### config.mk
export PLATFORM = sky130hd
export DESIGN_NAME = dlx_shift_pipe
export DESIGN_NICKNAME = d
export VERILOG_FILES = /design/src/rtl/dlx_shift_pkg.sv /design/src/rtl/dlx_shift_layer.sv /design/src/rtl/dlx_shift_pipe.sv
export SDC_FILE = /design/constraint.sdc
export NUM_CORES = 1
export LEC_CHECK = 0
export BUFFER_PORTS_ARGS = -buffer_cell sky130_fd_sc_hd__buf_2
export CAP_MARGIN = 20
export CORE_ASPECT_RATIO = 0.7
export CORE_MARGIN = 2
export CORE_UTILIZATION = 37
export CTS_CLUSTER_SIZE = 28
export DETAILED_ROUTE_END_ITERATION = 12
export MAX_ROUTING_LAYER = met4
export PLACE_DENSITY = 0.58
export SYNTH_ARGS = -nofsm -noshare
export SYNTH_HDL_FRONTEND = slang
export SYNTH_HIERARCHICAL = 1
export SYNTH_SLANG_ARGS = --single-unit
### constraint.sdc
create_clock -name clk -period 6.2 [get_ports clk]
set_input_delay 1.86 -clock clk [delete_from_list [all_inputs] [get_ports clk]]
set_output_delay 1.86 -clock clk [all_outputs]
set_load 0.02 [all_outputs]
### src/rtl/dlx_shift_pkg.sv
// Shared types for the DLX pipelined shift unit.
package dlx_shift_pkg;

  // Operation codes of the SHIFT_REG instruction class; 110/111 are illegal.
  typedef enum logic [2:0] {
    OP_SLL = 3'b000,
    OP_SLA = 3'b001,
    OP_SRL = 3'b010,
    OP_SRA = 3'b011,
    OP_ROL = 3'b100,
    OP_ROR = 3'b101
  } shift_op_e;

  // Instruction class that routes ops to this unit.
  typedef enum logic [2:0] {
    CLASS_SHIFT_REG = 3'b000
  } instr_class_e;

  // Status side-band computed once from the original operand.
  typedef struct packed {
    logic carry;
    logic ovf;
    logic zero;
    logic illegal;
  } shift_flags_t;

  function automatic logic is_legal_op(input logic [2:0] op);
    return op <= OP_ROR;
  endfunction

endpackage

### src/rtl/dlx_shift_layer.sv
// One combinational barrel-shifter layer: conditionally shifts/rotates by 2**LAYER.
module dlx_shift_layer
  import dlx_shift_pkg::*;
#(
  parameter int DATA_W = 32,
  parameter int LAYER  = 0
) (
  input  logic [DATA_W-1:0] data,
  input  logic              shamt_bit,
  input  logic [2:0]        op,
  input  logic              sign,
  output logic [DATA_W-1:0] shifted
);

  localparam int K = 1 << LAYER;

  // Select the shifted/rotated form of the operand when this layer's amount bit is set.
  // NOTE: the default assignment first guarantees every path drives 'shifted', so no latch is inferred.
  always_comb begin
    shifted = data;
    if (shamt_bit) begin
      case (op)
        OP_SLL, OP_SLA: shifted = {data[DATA_W-1-K:0], {K{1'b0}}};
        OP_SRL:         shifted = {{K{1'b0}}, data[DATA_W-1:K]};
        OP_SRA:         shifted = {{K{sign}}, data[DATA_W-1:K]};
        OP_ROL:         shifted = {data[DATA_W-1-K:0], data[DATA_W-1:DATA_W-K]};
        OP_ROR:         shifted = {data[K-1:0], data[DATA_W-1:K]};
        default:        shifted = data;
      endcase
    end
  end

endmodule

### src/rtl/dlx_shift_pipe.sv
// Pipelined barrel-shift unit for the DLX execute stage, with global-stall backpressure.
module dlx_shift_pipe
  import dlx_shift_pkg::*;
#(
  parameter int DATA_W      = 32,
  parameter int PIPE_STAGES = 1,
  parameter int TAG_W       = 5
) (
  input  logic                      clk,
  input  logic                      reset,
  input  logic                      flush,
  input  logic                      in_valid,
  output logic                      in_ready,
  input  logic [DATA_W-1:0]         in_data,
  input  logic [$clog2(DATA_W)-1:0] in_shamt,
  input  logic [2:0]                in_op,
  input  logic [TAG_W-1:0]          in_tag,
  output logic                      out_valid,
  input  logic                      out_ready,
  output logic [DATA_W-1:0]         out_data,
  output logic [TAG_W-1:0]          out_tag,
  output logic                      out_carry,
  output logic                      out_ovf,
  output logic                      out_zero,
  output logic                      out_illegal
);

  localparam int SHAMT_W = $clog2(DATA_W);
  localparam logic [DATA_W-1:0] ONES = '1;

  // Stage registers: index s is the register closing pipeline stage s.
  logic [PIPE_STAGES-1:0] st_valid;
  logic [DATA_W-1:0]      st_data  [PIPE_STAGES];
  logic [SHAMT_W-1:0]     st_shamt [PIPE_STAGES];
  logic [2:0]             st_op    [PIPE_STAGES];
  logic [TAG_W-1:0]       st_tag   [PIPE_STAGES];
  shift_flags_t           st_flags [PIPE_STAGES];

  logic [DATA_W-1:0] layer_out    [SHAMT_W];
  logic [DATA_W-1:0] stage_result [PIPE_STAGES];

  logic advance;
  logic accept;

  assign out_valid = st_valid[PIPE_STAGES-1];
  assign in_ready  = !(out_valid && !out_ready);
  assign advance   = in_ready;
  assign accept    = in_valid && in_ready && !flush;

  // Mux layers, each placed in stage floor(i*PIPE_STAGES/SHAMT_W).
  for (genvar i = 0; i < SHAMT_W; i++) begin : g_layer
    localparam int STG  = (i * PIPE_STAGES) / SHAMT_W;
    localparam bit FIRST = (i == 0) || ((((i - 1) * PIPE_STAGES) / SHAMT_W) != STG);
    localparam bit LAST  = (i == SHAMT_W - 1) || ((((i + 1) * PIPE_STAGES) / SHAMT_W) != STG);

    logic [DATA_W-1:0] lay_in;
    logic              shamt_bit;
    logic [2:0]        op_src;

    if (STG == 0) begin : g_ctl_in
      assign shamt_bit = in_shamt[i];
      assign op_src    = in_op;
    end else begin : g_ctl_reg
      assign shamt_bit = st_shamt[STG-1][i];
      assign op_src    = st_op[STG-1];
    end

    if (i == 0) begin : g_src_in
      assign lay_in = in_data;
    end else if (FIRST) begin : g_src_reg
      assign lay_in = st_data[STG-1];
    end else begin : g_src_chain
      assign lay_in = layer_out[i-1];
    end

    dlx_shift_layer #(
      .DATA_W (DATA_W),
      .LAYER  (i)
    ) u_layer (
      .data      (lay_in),
      .shamt_bit (shamt_bit),
      .op        (op_src),
      .sign      (lay_in[DATA_W-1]),
      .shifted   (layer_out[i])
    );

    if (LAST) begin : g_stage_end
      assign stage_result[STG] = layer_out[i];
    end
  end

  // Flag helpers derived from the untouched operand and shift amount.
  logic [DATA_W-1:0]  keep_left;    // operand bits that survive a left shift
  logic [DATA_W-1:0]  keep_right;   // operand bits that survive a right shift
  logic [DATA_W-1:0]  sign_field;   // top shamt+1 bits, which must agree for SLA
  logic [DATA_W-1:0]  sign_bits;
  logic [SHAMT_W-1:0] carry_idx_left;
  logic [SHAMT_W-1:0] carry_idx_right;
  shift_flags_t       in_flags;

  assign keep_left       = ONES >> in_shamt;
  assign keep_right      = ONES << in_shamt;
  assign sign_field      = ~((ONES >> 1) >> in_shamt);
  assign sign_bits       = in_data & sign_field;
  assign carry_idx_left  = -in_shamt;          // DATA_W - shamt, modulo DATA_W
  assign carry_idx_right = in_shamt - 1'b1;

  // Stage-0 flag evaluation; the flags then ride down the pipe with the op.
  always_comb begin
    in_flags = '0;
    case (in_op)
      OP_SLL, OP_SLA: begin
        in_flags.carry = (in_shamt != '0) && in_data[carry_idx_left];
        in_flags.zero  = (in_data & keep_left) == '0;
        if (in_op == OP_SLA) begin
          in_flags.ovf = (sign_bits != '0) && (sign_bits != sign_field);
        end
      end
      OP_SRL: begin
        in_flags.carry = (in_shamt != '0) && in_data[carry_idx_right];
        in_flags.zero  = (in_data & keep_right) == '0;
      end
      OP_SRA: begin
        in_flags.carry = (in_shamt != '0) && in_data[carry_idx_right];
        in_flags.zero  = !in_data[DATA_W-1] && ((in_data & keep_right) == '0);
      end
      OP_ROL, OP_ROR: begin
        in_flags.zero = in_data == '0;
      end
      default: begin
        in_flags.illegal = !is_legal_op(in_op);
      end
    endcase
  end

  // Pipeline registers: reset beats flush, flush kills everything, otherwise advance unless stalled.
  // NOTE: sequential state uses non-blocking assignments so every stage samples pre-edge values.
  // NOTE: payload registers are reset too (not only valid bits) so the output is never X after reset.
  always_ff @(posedge clk) begin
    if (!reset) begin
      st_valid <= '0;
      for (int s = 0; s < PIPE_STAGES; s++) begin
        st_data[s]  <= '0;
        st_shamt[s] <= '0;
        st_op[s]    <= '0;
        st_tag[s]   <= '0;
        st_flags[s] <= '0;
      end
    end else if (flush) begin
      st_valid <= '0;
    end else if (advance) begin
      st_valid[0] <= accept;
      st_data[0]  <= stage_result[0];
      st_shamt[0] <= in_shamt;
      st_op[0]    <= in_op;
      st_tag[0]   <= in_tag;
      st_flags[0] <= in_flags;
      for (int s = 1; s < PIPE_STAGES; s++) begin
        st_valid[s] <= st_valid[s-1];
        st_data[s]  <= stage_result[s];
        st_shamt[s] <= st_shamt[s-1];
        st_op[s]    <= st_op[s-1];
        st_tag[s]   <= st_tag[s-1];
        st_flags[s] <= st_flags[s-1];
      end
    end
  end

  assign out_data    = st_data[PIPE_STAGES-1];
  assign out_tag     = st_tag[PIPE_STAGES-1];
  assign out_carry   = st_flags[PIPE_STAGES-1].carry;
  assign out_ovf     = st_flags[PIPE_STAGES-1].ovf;
  assign out_zero    = st_flags[PIPE_STAGES-1].zero;
  assign out_illegal = st_flags[PIPE_STAGES-1].illegal;

endmodule

After elaboration in Yosys (flattened, before gate mapping)
Memories as Yosys holds them, arrays and structs flattened.
Index checks and enable logic that the tools add are counted.

storage, ports and cells
  output and inout bits = 43
  logic and storage cells = 79
  bits in writable memories = 41
  bits of input ports = 50
  flip-flop bits (word level) = 1
  memories kept = 3

memories
  memory    words  width  rd ports  clocked after Yosys merged registers in  write ports  line                  text
  st_data   1      32     1         0                                        1            dlx_shift_pipe.sv:33  logic [DATA_W-1:0] st_data [PIPE_STAGES];
  st_tag    1      5      1         0                                        1            dlx_shift_pipe.sv:36  logic [TAG_W-1:0] st_tag [PIPE_STAGES];
  st_flags  1      4      1         0                                        1            dlx_shift_pipe.sv:37  shift_flags_t st_flags [PIPE_STAGES];

cells by class
  magnitude comparators = 3
  add/subtract/negate cells = 2
  bitwise logic cells = 5
  equal/unequal tests = 6
  reductions and logical operators = 26
  muxes and demuxes = 30
  shifts and indexed selects = 3

operators with widths
  cell                   number
  $pmux 32 s5            4
  $mux 32                6
  $pmux 32 s4            1
  $and 32x32->32         3
  $logic_not 32->1       3
  $ne 32x32->1           1
  $not 32->32            1
  $reduce_bool 32->1     1
  $reduce_or 32->1       1
  $shl 32x5->32 const A  1
  $shr 31x5->32 const A  1
  $shr 32x5->32 const A  1
  $mux 1                 13
  $lt 5x6->1 const B     2
  $bmux 1 s5             2
  $reduce_or 2->1        4
  $logic_and 1x1->1      7
  $eq 3x2->1 const B     2
  $eq 3x3->1 const B     2
  $reduce_or 6->1        1
  $logic_not 1->1        5
  $mux 5                 1
  $neg 5->5              1
  $reduce_bool 5->1      1
  10 further kinds       10

Depth between registers and ports, before layout
Gate-level depths: netlist of the first run.

  depth in word-level cells = 13
  depth in mapped cells = 19
  depth with buffers taken out = 16

Modules after synthesis
Netlist of the first run, hierarchy kept.

by module, submodules not included
  module                                cells an instance  times used  area each (sq um)
  dlx_shift_pipe                        376                1           3494.6
  dlx_shift_layer (g_layer[3].u_layer)  143                1           1096.1
  dlx_shift_layer (g_layer[1].u_layer)  158                1           1094.8
  dlx_shift_layer (g_layer[0].u_layer)  155                1           1068.5
  dlx_shift_layer (g_layer[2].u_layer)  155                1           874.6
  dlx_shift_layer (g_layer[4].u_layer)  94                 1           548.0

Least setup slack after synthesis of the first run
Ideal clock, no wire load.

  kind = input to register
  start = in out_ready
  end = mem st_data[0][0] (enable)
  data required time = 5.704 ns
  arrival time = 4.857 ns
  library setup time = 0.496 ns
  stages on the path = 2
  path slack = 0.847 ns
  cell sequence = nor2b_1 -> o21ai_0

on the way
  word-level cells in the longest chain between the ends = 8

ends and longest elaborated chain
  element                           line                   text
  start: declaration                dlx_shift_pipe.sv:19   input logic out_ready,
  $logic_not 1->1 (*)               dlx_shift_pipe.sv:46   assign in_ready = !(out_valid && !out_ready);
  $logic_and 1x1->1 (*)             dlx_shift_pipe.sv:46
  $mux 1 (*)                        dlx_shift_pipe.sv:151  end else if (advance) begin
  $mux 1 (*)                        dlx_shift_pipe.sv:149  end else if (flush) begin
  $mux 1 (*)                        --
  $mux 1 (implied by the code) (*)  dlx_shift_pipe.sv:153  st_data[0] <= stage_result[0];
  $reduce_or 32->1 (no line)        --
  $mux 1 (no line) (*)              --
  end: declaration                  dlx_shift_pipe.sv:33

Every way passes the cells marked *; elsewhere a longest branch is shown, timed or not.

==> metrics.txt, run 1 <==
status completed; Vias/cell 6.83; Clk Latency, worst-skew pair 280 ps; cts bufs inserted 5; Slew Limit Fails 0; die width 182 um; Avg WL per Cell 24.2 um; total number of vias 9560; DRT antenna net count 0; worst-margin pin slew 1030 ps; core footprint 21700 um^2; setup slack, reg-to-reg 3590 ps; clock slew at reported path FFs 70 ps; maximum clock path buffer count 2; final net count 1173; port buffer count 92; min Tclk post-route 5620 ps; vias in the first global route 8290; Critical Path AT 5780 ps; worst hold start out_valid; Max Fclk 178 MHz; Worst Path Max Fanout 41; # setup viols final 0; CP required 6360 ps; row cnt 45; CP peak stage delay 480 ps; hold-fix buffers at CTS 0; Hold Path Stages 3; Gate Count Post-Synth 1081; syn avg cell area 7.56 um^2; critical path endpoint category flop; DP Cell Count 1391; total track usage 0.290; fin util 0.411; FF-to-FF End st_flags[0][1]; die area 23300 um^2; commonest non-fill, non-tap cell in the layout o22ai_1; synthesized cell area 8180 um^2; Starting DRT DRC Count 1451; Seq/Total Area, Yosys 0.153; Pre-Repair DR Iteration Count 6; DRC 0; number of synthesized flops with an enable pin 41; Power Internal 836 uW; Final Cycle Share 0.906; RSZ-0062 raised after global routing no; switch share 0.447; most frequent cells in the layout o22ai_1, a21oi_1, nand2_1; CTS HTree Levels 2; syn nets 1138; Non-Filler Instances 1400; Fin. Hold Viols 0; Max-Cap Viols 0; critical path launch point type primary input; Starting Density 0.377; Rel. slew slack 0.307; clock skew 6.00 ps; Gates resized, CTS repair 0; Clock Power Share 0.175; async set-reset flop share out of synthesis 0; WL final 33800 um; Yosys reg bits 42; Final GP Congestion 1.07; synthesis-to-finish area growth 8.98%; hpwl dp 24200 um; power per standard cell area 170 nW/um^2; clk root buf clkbuf_16; launch point of the worst reg-to-reg path out_valid; WS Path Type primary input to flop; WHS Endpoint out_valid; CTS sink count 42; NetSw 675 uW; Die Height 128 um; Fin Setup TNS 0 ps; first-pass GRT wire length 51600 um; worst r2r path cells 6; # IOs 93; Pleak 3.29 nW; CTS tree done; ordered cell list for the critical path buf_4 -> buf_4 -> mux2_1 -> o22ai_1 -> a21oi_1 -> mux2_1 -> o22ai_1 -> a21oi_1 -> o21ai_1 -> a31oi_1 -> mux2_2 -> o22ai_1 -> a21oi_1 -> nor2b_1 -> o22a_1 -> and2_1; Crit-path slowest cell buf_4; yosys warns 6; worst hold path type flop to flop; global route overflow 0; setup bufs post-CTS 0; pin count of the biggest net entering global routing 43; worst vdd ir 0.106 mV; main flop type after synthesis edfxtp_1; Netlist cell types 77; layout cells sized above 1 0.211; initial antenna violation count 1; Gate power share 0.595; Seq pwr share 0.230
Yosys cell counts, drive strengths merged (6+ instances only):
cell type / instances / area [um^2]
a21boi: 13 / 139
a21oi: 106 / 546
a221o: 10 / 100
a31oi: 31 / 194
a41oi: 6 / 52.6
and2: 40 / 250
buf: 76 / 519
clkbuf: 38 / 146
edfxtp: 41 / 1230
ha: 7 / 87.6
inv: 20 / 75.1
mux2: 83 / 938
mux2i: 7 / 70.1
mux4: 19 / 428
nand2: 100 / 385
nand2b: 11 / 68.8
nand3: 30 / 150
nand4: 6 / 37.5
nor2: 56 / 210
nor2b: 23 / 144
nor3: 8 / 40.0
nor3b: 18 / 140
nor4: 6 / 37.5
o211ai: 6 / 45.0
o21ai: 70 / 350
o22a: 19 / 166
o22ai: 157 / 982
o32a: 8 / 80.1
critical path: cells and delay by family:
| family | cells | cell delay [ps] |
|---|---|---|
| multiplexers | 3 | 660 |
| AND/OR/NAND/NOR | 2 | 310 |
| buffers and inverters | 2 | 920 |
| AO/OA/AOI/OAI | 9 | 1990 |
registers in the layout, indices dropped and copies added (netlist names):
| register | cells |
|---|---|
| out_valid | 1 |
| st_flags | 4 |
| st_data | 32 |
| st_tag | 5 |
worst max path at each step:
stage | start | slack (ps) | cells after the start | endpoint
after floorplan | out_ready | 850 | 2 | st_data[0][0]
after global placement | in_op[1] | 490 | 16 | st_data[0][20]
after detailed placement | in_op[1] | 460 | 16 | st_data[0][20]
after CTS | in_op[1] | 740 | 16 | st_data[0][20]
after global routing | in_op[1] | 400 | 16 | st_data[0][16]
final | in_op[1] | 580 | 16 | st_data[0][30]
routing by layer:
layer	global-route usage	share of wire	vias up
met5	-	0	-
li1	-	-	4300
met3	0.0897	0.15	25
met4	0.0407	0.0081	0
met2	0.371	0.38	624
met1	0.441	0.46	4611
cell families after synthesis:
family / synth area share
AO/OA/AOI/OAI: 0.368
AND/OR/NAND/NOR: 0.198
buffers and inverters: 0.0906
multiplexers: 0.176
flip-flops: 0.153
adder cells (fa/ha/maj): 0.0119
XOR/XNOR: 0.00214
layout make-up:
type / count / area (um^2)
timing repair buffer: 142 / 878
tap: 282 / 353
fill: 2240 / 12800
sequential: 42 / 1250
antenna: 1 / 2.50
clock buffer: 5 / 125
inverter: 20 / 75.1
clock inverter: 3 / 25.0
multi-input combinational: 905 / 6200
through the flow:
step | instance area [um^2] | setup WS [ps] | hold slack, ps | power [mW]
4_1_cts | 8910 | 743 | 740 | 1.48
2_1_floorplan | 8180 | 847 | 714 | 0.956
3_3_place_gp | 8760 | 491 | 733 | 1.22
5_1_grt | 8910 | 400 | 835 | 1.59
3_5_place_dp | 8760 | 461 | 728 | 1.22
6_report | 8910 | 582 | 746 | 1.51
power groups by stage:
stage | registers [mW] | clock network (mW) | logic (mW)
after floorplan | 0.388 | 0 | 0.569
after global placement | 0.354 | 0 | 0.861
after detailed placement | 0.354 | 0 | 0.862
after CTS | 0.348 | 0.269 | 0.866
after global routing | 0.350 | 0.282 | 0.960
final | 0.348 | 0.264 | 0.900
No activity file was read; power rests on OpenSTA's default activity.
==> run 2: changes to the inputs <==
--- a/config.mk
+++ b/config.mk
@@ -13,7 +13,7 @@
 export CTS_CLUSTER_SIZE = 28
 export DETAILED_ROUTE_END_ITERATION = 12
 export MAX_ROUTING_LAYER = met4
-export PLACE_DENSITY = 0.58
+export PLACE_DENSITY = 0.6
 export SYNTH_ARGS = -nofsm -noshare
 export SYNTH_HDL_FRONTEND = slang
 export SYNTH_HIERARCHICAL = 1
==> constraint.sdc (replaced) <==
create_clock -name clk -period 4.96 [get_ports clk]
set_input_delay 1.488 -clock clk [delete_from_list [all_inputs] [get_ports clk]]
set_output_delay 1.488 -clock clk [all_outputs]
set_load 0.02 [all_outputs]
==> metrics.txt, run 2 (same netlist as run 1, synthesis figures left out) <==
CTS tree done; global route overflow 0 (unchanged); placed inst area 9700 um^2 (+11%); hpwl dp 25500 um (+5.6%); # IOs 93 (unchanged); Hold Path Stages 3 (unchanged); CP required 5110 ps (-1250 ps); worst-margin pin slew 865 ps (-164 ps); pin count of the biggest net entering global routing 53 (+23%); Power Internal 1.26 mW (+51%); Max-Cap Viols 0 (unchanged); Biggest register st_data; Final Cell Area 9900 um^2 (+11%); Clock Power Share 0.198 (+0.023); switch share 0.403 (-0.0441); Final Cycle Share 0.955; total number of vias 9908 (+3.6%); critical path launch point type primary input; die width 182 um (unchanged); Worst Path Max Fanout 15 (-63%); Fin Setup TNS 0 ps (unchanged); synthesis-to-finish area growth 21.1%; largest registers st_data x32, st_tag x5, st_flags x4; Gates resized, CTS repair 0 (unchanged); Gate power share 0.596 (about the same); core footprint 21700 um^2 (unchanged); clock skew 4.85 ps (-1.16 ps); final net count 1292 (+10%); Seq pwr share 0.206 (-0.024); worst r2r path cells 6 (unchanged); Slew Limit Fails 0 (unchanged); first-pass GRT wire length 52000 um (+0.78%); Die Height 128 um (unchanged); worst hold path type flop to flop; commonest non-fill, non-tap cell in the layout buf_4; Fin. Hold Viols 0 (unchanged); hold-fix buffers at CTS 0 (unchanged); Rel. slew slack 0.416 (+0.109); Max Fclk 211 MHz; Critical Path AT 4880 ps (-900 ps); Starting DRT DRC Count 1525 (+5.1%); # setup viols final 0 (unchanged); vias in the first global route 8746 (+5.5%); CTS sink count 42 (unchanged); port buffer count 92 (unchanged); clock slew at reported path FFs 60 ps (about the same); layout cells sized above 1 0.287 (+0.0759); WS Path Type primary input to flop; fill cell count 2190 (-2.2%); critical path endpoint category flop; NetSw 849 uW (+26%); initial antenna violation count 1 (unchanged); RSZ-0062 raised after global routing no; row cnt 45 (unchanged); worst vdd ir 0.177 mV (+67%); power per standard cell area 213 nW/um^2 (+26%); Vias/cell 6.52 (-4.5%); CTS HTree Levels 2 (unchanged); die area 23300 um^2 (unchanged); Pleak 3.90 nW (+19%); setup bufs post-CTS 0 (unchanged); worst hold slack 744 ps (-2.62 ps); Starting Density 0.377 (unchanged); DRC 0 (unchanged); Pre-Repair DR Iteration Count 6 (unchanged); Avg WL per Cell 22.4 um (-7.4%); clk root buf clkbuf_16; WL final 34000 um (+0.48%); cts bufs inserted 5 (unchanged); most frequent cells in the layout buf_4, o22ai_1, a21oi_1; total track usage 0.290 (about the same); maximum clock path buffer count 2 (unchanged); Final GP Congestion 1.03 (-3.6%); min Tclk post-route 4730 ps; DRT antenna net count 0 (unchanged); Largest register FFs 32 (unchanged); setup slack, reg-to-reg 2520 ps (-1070 ps); Clk Latency, worst-skew pair 280 ps (about the same); status completed
[run 2: critical path: stages]
cell and delay, ps:
buf_2 200, nand2b_1 210, buf_4 230, buf_4 170, o22ai_1 80, a21oi_1 310
buf_4 200, o22ai_1 60, a21oi_1 310, o21ai_1 120, a31oi_1 410, buf_4 200
mux2_2 140, o22ai_1 60, a21oi_1 250, buf_4 180, nand3_1 60, nand2_1 80
and2_1 110
[run 2: metal layers]
layer	track usage	wire length (um)	vias to the layer above
li1	-	-	4529
met1	0.422	15300	4658
met2	0.385	13400	662
met3	0.0928	4650	59
met4	0.0598	675	0
met5	-	0	-
[run 2: worst paths after layout]
kind,end,from
hold / removal,out_valid,out_valid
setup / recovery,st_data[0][1],in_op[2]
hold reg to reg,out_valid,out_valid
setup reg to reg,st_flags[0][1],out_valid
[run 2: final cells by class]
class | count | area (um^2) | area share
Clock buffer | 5 | 125 | 0.0126
Inverter | 20 | 75.1 | 0.00758
Tap cell | 282 | 353 | 0.0356
Clock inverter | 3 | 68.8 | 0.00695
Timing Repair Buffer | 261 | 1820 | 0.184
Sequential cell | 42 | 1250 | 0.126
Multi-Input combinational cell | 905 | 6200 | 0.626
Antenna cell | 1 | 2.50 | 0.000253
[run 2: power groups by stage]
stage                     registers (mW)  logic [mW]  clock network, mW
after floorplan                    0.484       0.711                  0
after global placement             0.441        1.21                  0
after detailed placement           0.442        1.21                  0
after CTS                          0.435        1.22              0.425
after global routing               0.437        1.34              0.441
final                              0.434        1.26              0.418
[run 2: through the flow]
step                      utilization  cells  power (mW)  setup WS [ps]
after detailed placement        0.448   1510        1.65           93.1
after global placement          0.448   1510        1.65            139
after CTS                       0.457   1518        2.08            374
after floorplan                     -   1081        1.19            197
final                           0.457   1519        2.11            225
after global routing            0.457   1519        2.22           15.8
